`config.mk`:
```
export PLATFORM = sky130hd
export DESIGN_NAME = dbpsk_framer_enc
export DESIGN_NICKNAME = d
export VERILOG_FILES = /design/src/rtl/dbpsk_pkg.sv /design/src/rtl/dbpsk_sym_tick.sv /design/src/rtl/dbpsk_framer_enc.sv
export SDC_FILE = /design/constraint.sdc
export NUM_CORES = 1
export LEC_CHECK = 0
export ABC_AREA = 1
export BUFFER_PORTS_ARGS = -buffer_cell sky130_fd_sc_hd__buf_2
export CAP_MARGIN = 20
export CORE_ASPECT_RATIO = 1.25
export CORE_MARGIN = 4
export CORE_UTILIZATION = 45
export DETAILED_ROUTE_END_ITERATION = 12
export HOLD_SLACK_MARGIN = 0.05
export PLACE_DENSITY_LB_ADDON = 0.05
export SETUP_SLACK_MARGIN = 0.4
export SKIP_CTS_REPAIR_TIMING = 1
export SLEW_MARGIN = 20
export SYNTH_ARGS = -nofsm -noshare
export SYNTH_HDL_FRONTEND = slang
export SYNTH_SLANG_ARGS = --single-unit
```
`constraint.sdc`:
```
create_clock -name clk -period 1.7 [get_ports clk]
set_input_delay 0.34 -clock clk [delete_from_list [all_inputs] [get_ports clk]]
set_output_delay 0.34 -clock clk [all_outputs]
set_load 0.03 [all_outputs]
```
`src/rtl/dbpsk_pkg.sv`:
```
// Shared types, defaults and width helpers for the DBPSK framer.
package dbpsk_pkg;

  typedef enum logic [1:0] {
    ST_IDLE,
    ST_PREAMBLE,
    ST_PAYLOAD,
    ST_GAP
  } state_t;

  localparam logic [15:0] DEF_PRE_PATTERN = 16'hF0AC;
  localparam int          DEF_AMP         = 100;

  // Bits needed to hold a count of 0..n-1 (never less than one bit).
  function automatic int cnt_width(input int n);
    return (n <= 2) ? 1 : $clog2(n);
  endfunction

  function automatic int max3(input int a, input int b, input int c);
    int m;
    m = (a > b) ? a : b;
    return (m > c) ? m : c;
  endfunction

endpackage

```
`src/rtl/dbpsk_sym_tick.sv`:
```
// Per-symbol cycle counter: counts 0..SPS-1 while running, flags the wrap cycle.
module dbpsk_sym_tick
  import dbpsk_pkg::*;
#(
  parameter int SPS = 8
) (
  input  logic clk,
  input  logic reset_n,
  input  logic clr,
  input  logic run,
  output logic tick
);

  localparam int            CW   = cnt_width(SPS);
  localparam logic [CW-1:0] LAST = CW'(SPS - 1);

  logic [CW-1:0] r_cnt;

  // High in the last cycle of a symbol, so the following edge is a symbol edge.
  assign tick = run && (r_cnt == LAST);

  // Counter: synchronous clear wins over run; wraps after SPS cycles.
  always_ff @(posedge clk or negedge reset_n) begin
    if (!reset_n) begin
      r_cnt <= '0;
    end else if (clr) begin
      r_cnt <= '0;
    end else if (run) begin
      r_cnt <= (r_cnt == LAST) ? '0 : r_cnt + 1'b1;
    end
  end

endmodule

```
`src/rtl/dbpsk_framer_enc.sv`:
```
// DBPSK framer/encoder: preamble + payload + silent gap, differential bit d and
// an 8-bit antipodal level held for SPS cycles per symbol.
module dbpsk_framer_enc
  import dbpsk_pkg::*;
#(
  parameter int                 SPS         = 8,
  parameter int                 PRE_LEN     = 16,
  parameter logic [PRE_LEN-1:0] PRE_PATTERN = PRE_LEN'(DEF_PRE_PATTERN),
  parameter int                 PAY_LEN     = 127,
  parameter int                 GAP_LEN     = 8,
  parameter int                 AMP         = DEF_AMP
) (
  input  logic              clk,
  input  logic              reset_n,
  input  logic              enable,
  input  logic              din,
  input  logic              din_valid,
  output logic              din_ready,
  output logic              sym_out,
  output logic              sym_valid,
  output logic              sym_stb,
  output logic signed [7:0] iq_out,
  output logic              frame_start,
  output logic              underflow
);

  localparam int                IW       = cnt_width(max3(PRE_LEN, PAY_LEN, GAP_LEN));
  localparam logic [IW-1:0]     PRE_LAST = IW'(PRE_LEN - 1);
  localparam logic [IW-1:0]     PAY_LAST = IW'(PAY_LEN - 1);
  localparam logic [IW-1:0]     GAP_LAST = IW'(GAP_LEN - 1);
  localparam logic signed [7:0] IQ_POS   = 8'(AMP);
  localparam logic signed [7:0] IQ_NEG   = 8'(-AMP);

  state_t             r_state, w_state_next;
  logic [IW-1:0]      r_idx, w_idx_next;
  logic [PRE_LEN-1:0] r_pre_sr, w_pre_sr_next;
  logic               r_d, w_d_next;
  logic               r_valid, w_valid_next;
  logic               r_stb, w_stb_next;
  logic               r_fs, w_fs_next;
  logic               r_uf, w_uf_next;

  logic w_tick, w_clr, w_run, w_pay_due, w_pay_bit, w_start;

  // Counter is parked at 0 in IDLE so the first preamble symbol gets a full SPS cycles.
  assign w_clr = (r_state == ST_IDLE);
  assign w_run = (r_state != ST_IDLE);

  dbpsk_sym_tick #(.SPS(SPS)) u_sym_tick (
    .clk     (clk),
    .reset_n (reset_n),
    .clr     (w_clr),
    .run     (w_run),
    .tick    (w_tick)
  );

  // The next symbol is a payload symbol: last preamble symbol, or any payload symbol but the last.
  assign w_pay_due = ((r_state == ST_PREAMBLE) && (r_idx == PRE_LAST)) ||
                     ((r_state == ST_PAYLOAD)  && (r_idx != PAY_LAST));
  assign din_ready = w_pay_due && w_tick;
  // A missing payload bit encodes as 0, leaving d unchanged.
  assign w_pay_bit = din_valid & din;

  // New frame: from IDLE immediately, or back-to-back at the end of the gap.
  assign w_start = ((r_state == ST_IDLE) && enable) ||
                   ((r_state == ST_GAP) && w_tick && (r_idx == GAP_LAST) && enable);

  assign sym_out     = r_d;
  assign sym_valid   = r_valid;
  assign sym_stb     = r_stb;
  assign frame_start = r_fs;
  assign underflow   = r_uf;
  assign iq_out      = r_valid ? (r_d ? IQ_NEG : IQ_POS) : 8'sd0;

  // Next-state and next-symbol logic; everything only moves on a symbol edge.
  always_comb begin
    w_state_next  = r_state;
    w_idx_next    = r_idx;
    w_pre_sr_next = r_pre_sr;
    w_d_next      = r_d;
    w_valid_next  = r_valid;
    w_stb_next    = 1'b0;
    w_fs_next     = 1'b0;
    w_uf_next     = 1'b0;
    unique case (r_state)
      ST_IDLE: begin
      end
      ST_PREAMBLE: begin
        if (w_tick) begin
          w_stb_next = 1'b1;
          if (r_idx == PRE_LAST) begin
            w_state_next = ST_PAYLOAD;
            w_idx_next   = '0;
            w_d_next     = r_d ^ w_pay_bit;
            w_uf_next    = ~din_valid;
          end else begin
            w_idx_next    = r_idx + 1'b1;
            w_d_next      = r_d ^ r_pre_sr[PRE_LEN-1];
            w_pre_sr_next = r_pre_sr << 1;
          end
        end
      end
      ST_PAYLOAD: begin
        if (w_tick) begin
          w_stb_next = 1'b1;
          if (r_idx == PAY_LAST) begin
            w_state_next = ST_GAP;
            w_idx_next   = '0;
            w_valid_next = 1'b0;
          end else begin
            w_idx_next = r_idx + 1'b1;
            w_d_next   = r_d ^ w_pay_bit;
            w_uf_next  = ~din_valid;
          end
        end
      end
      ST_GAP: begin
        if (w_tick) begin
          if (r_idx == GAP_LAST) begin
            w_state_next = ST_IDLE;
            w_idx_next   = '0;
          end else begin
            w_stb_next = 1'b1;
            w_idx_next = r_idx + 1'b1;
          end
        end
      end
      default: w_state_next = ST_IDLE;
    endcase
    // Frame start overrides: d restarts from the 0 reference, first pattern bit applied.
    if (w_start) begin
      w_state_next  = ST_PREAMBLE;
      w_idx_next    = '0;
      w_d_next      = PRE_PATTERN[PRE_LEN-1];
      w_pre_sr_next = PRE_PATTERN << 1;
      w_valid_next  = 1'b1;
      w_stb_next    = 1'b1;
      w_fs_next     = 1'b1;
    end
  end

  // State and output registers; reset forces IDLE with all outputs low.
  always_ff @(posedge clk or negedge reset_n) begin
    if (!reset_n) begin
      r_state  <= ST_IDLE;
      r_idx    <= '0;
      r_pre_sr <= '0;
      r_d      <= 1'b0;
      r_valid  <= 1'b0;
      r_stb    <= 1'b0;
      r_fs     <= 1'b0;
      r_uf     <= 1'b0;
    end else begin
      r_state  <= w_state_next;
      r_idx    <= w_idx_next;
      r_pre_sr <= w_pre_sr_next;
      r_d      <= w_d_next;
      r_valid  <= w_valid_next;
      r_stb    <= w_stb_next;
      r_fs     <= w_fs_next;
      r_uf     <= w_uf_next;
    end
  end

endmodule

```
==> reports/results.tsv <==
stage	metric	value	unit
sta	fin_ws	-167.8	ps
grt	grt_use_total	18.22	%
floorplan	coreArea	0.004099	mm²
place	routabilityCongestion	0.8288	
floorplan	rows	26	
final_layout	nFillCells	268	
synth	synth.distinct_cells	34	
final_layout	layout.nets	328	
place	hpwl	3248	µm
route	wl	5385	µm
clock_network	cts-root-buf	clkbuf_8	
route	wl_per_cell	14.63	µm
setup_path	slowest_stage	dfrtp_2	
floorplan	initial_utilization	46.76	%
setup_path	worst-path-max-fanout	6	
sta	setup_viol	9	
clock_network	cts.clk_slew.worst_paths	60	ps
route	num_vias	1901	
power	p_per_area	424.3	mW/mm²
grt	grt_antenna_before_repair	0	
grt	gr-total-overflow	0	
grt	grt_pass1_vias	1647	
sta	finalHoldViolCount	0	
setup_path	path_common_cell	nand2_4	
final_layout	num_antenna_cells	0	
route	ant_nets	0	
sta	rsz0062_at_grt	true	
power	p_leak	1.466	nW
place	post-place-cells	329	
synth	ys_ff_latch	30	
clock_network	cts_buffer_depth	2	
place	port_buffers	16	
floorplan	die_x	66.38	µm
route	drc_errors	0	
final_layout	layout_common_cells	nand2_1 (36), buf_4 (36), dfrtp_1 (24), inv_1 (20), buf_6 (20)	
clock_network	clk_latency	290	ps
setup_path	crit_path_max_incr_delay	460	ps
clock_network	cts_buffers	5	
synth	synth.avg_cell_area	7.921	µm²
place	pre_cts_ws	-34.55	ps
synth	synth_area	0.001917	mm²
sta	final.setup.tns	-490.7	ps
setup_path	worstPathRequired	1360	ps
hold_path	hold_path_class	in2async	
route	drt_first_iter_violations	93	
sta	fmax	535.4	MHz
sta	fin_skew	4.025	ps
synth	ys.flop_type	dfrtp_1	
synth	synth-async-reset-ratio	100.0	%
floorplan	ios	19	
setup_path	reg2reg_depth	10	
final_layout	drive_gt1_share	55.13	%
sta	finalCritPeriodShare	109.9	%
setup_path	crit_buf_inv	2	
setup_path	path_class	reg2out	
synth	yosysWarnings	0	
setup_path	end_kind	primary output	
synth	syn_inst	242	
clock_network	cts.sink_count	30	
setup_path	start_kind	flip-flop	
power	p_total	1.339	mW
route	detail_route.first_pass.iterations	4	
floorplan	die_area	0.005374	mm²
outcome	violations	negative setup slack	
floorplan	fp.dieH	80.97	µm
sta	slew_viol_final	0	
final_layout	post-route-util	76.98	%
power	peakVddDrop	0.4492	mV
synth	synth-edff-count	0	
sta	fin_crit	1868	ps
setup_path	cp.depth	8	
setup_path	critPathTopFamily	flip-flops	
route	via_per_inst	5.166	
job	cap_violations	0	
synth	yosysSeqAreaShare	39.16	%
grt	grt_max_degree	31	
outcome	status	finished with violations	
grt	grt_pass1_wl	7417	µm
final_layout	instances_no_fill	368	
clock_network	htree_levels	2	
setup_path	crit_arrival	1530	ps
clock_network	cts_tree	done	
final_layout	syn_to_final_growth	64.62	%
setup_path	path_cells	inv_2, ha_4, nand2_4, nor2_4, nand2_4, nand2_4, a21oi_4, buf_6	
## cell families after synthesis
logic type / after synthesis / synth area share, %
AND/OR/NAND/NOR: 111 / 27.68
XOR/XNOR: 3 / 1.371
flip-flops: 30 / 39.16
adder cells (fa/ha/maj): 12 / 7.833
AO/OA/AOI/OAI: 38 / 11.94
other: 1 / 0.1956
buffers and inverters: 47 / 11.81
## flip-flops by register name, indices dropped and copies added, names as in the netlist, 2 cells and up
signal            count
r_pre_sr             13
r_idx                 7
u_sym_tick.r_cnt      3
r_state               2
## worst reg2reg max path, stage by stage, from the launching register on
cell      delay (ps)
dfrtp_2          460
ha_4             190
nand3_4           90
nor2_4            50
buf_4            130
buf_4            130
nor3_4           140
buf_12           150
buf_12           120
nor2_1            50
a211oi_2         150
## power by group
group	leakage (nW)	total (mW)	internal (mW)	switching, mW
combinational	1.11	0.0303	0.00611	0.0242
sequential	0.311	0.714	0.714	0
clock	0.0482	0.595	0.326	0.269
## cells in the mapped netlist, types with 2 or more instances
master / number / area [µm²]
nand2_4: 2 / 22.52
buf_4: 6 / 45.04
nand2_2: 3 / 18.77
nand2_1: 48 / 180.2
nand3_1: 27 / 135.1
a21oi_1: 5 / 25.02
buf_2: 2 / 10.01
o211ai_1: 3 / 22.52
o21ai_1: 2 / 10.01
inv_2: 2 / 7.510
inv_1: 33 / 123.9
buf_6: 2 / 22.52
o31ai_1: 2 / 15.01
nor2_1: 21 / 78.83
a211oi_1: 6 / 45.04
o21ai_0: 15 / 75.07
dfrtp_1: 30 / 750.7
ha_1: 12 / 150.1
o21bai_1: 2 / 15.01
xnor2_1: 2 / 17.52
nor2_4: 3 / 33.78
nor3_1: 2 / 10.01
## layer usage
metal	routed length, µm	vias up	GRT usage, %
met1	2189	927	21.55
met5	0	-	0
li1	-	919	-
met3	152	13	3.458
met2	2883	42	31.28
met4	159	0	8.943
## path summary, 6_finish.rpt
path | from | to | slack, ps
max in group asynchronous | reset_n | r_idx[0]$_DFFE_PN0P_ | 1320
min | reset_n | r_pre_sr[12]$_DFFE_PN0P_ | 60
max | r_idx[0]$_DFFE_PN0P_ | din_ready | -170
min in group clk | din_valid | underflow$_DFF_PN0_ | 230
max reg2reg | r_idx[0]$_DFFE_PN0P_ | r_pre_sr[9]$_DFFE_PN0P_ | -60
min reg2reg | u_sym_tick.r_cnt[0]$_DFF_PN0_ | u_sym_tick.r_cnt[0]$_DFF_PN0_ | 450
## final cells by class
class | count | area, µm² | share of cell area (%)
timing repair buffer | 70 | 675.6 | 21.41
inverter | 35 | 175.2 | 5.551
tap | 56 | 70.07 | 2.220
clock inverter | 1 | 5.005 | 0.1586
timing repair inverter | 2 | 16.27 | 0.5155
multi-input combinational | 167 | 1369 | 43.38
sequential | 30 | 758.2 | 24.03
clock buffer | 7 | 86.33 | 2.736
## stage by stage
step                hold WS, ps  instance area (µm²)
detailed placement        376.0                 2364
global route              85.15                 3156
CTS                       75.03                 2455
global placement          373.7                 2364
floorplan                 44.41                 2131
finish                    60.97                 3156
Note: power is estimated with default switching activity, not from simulation.
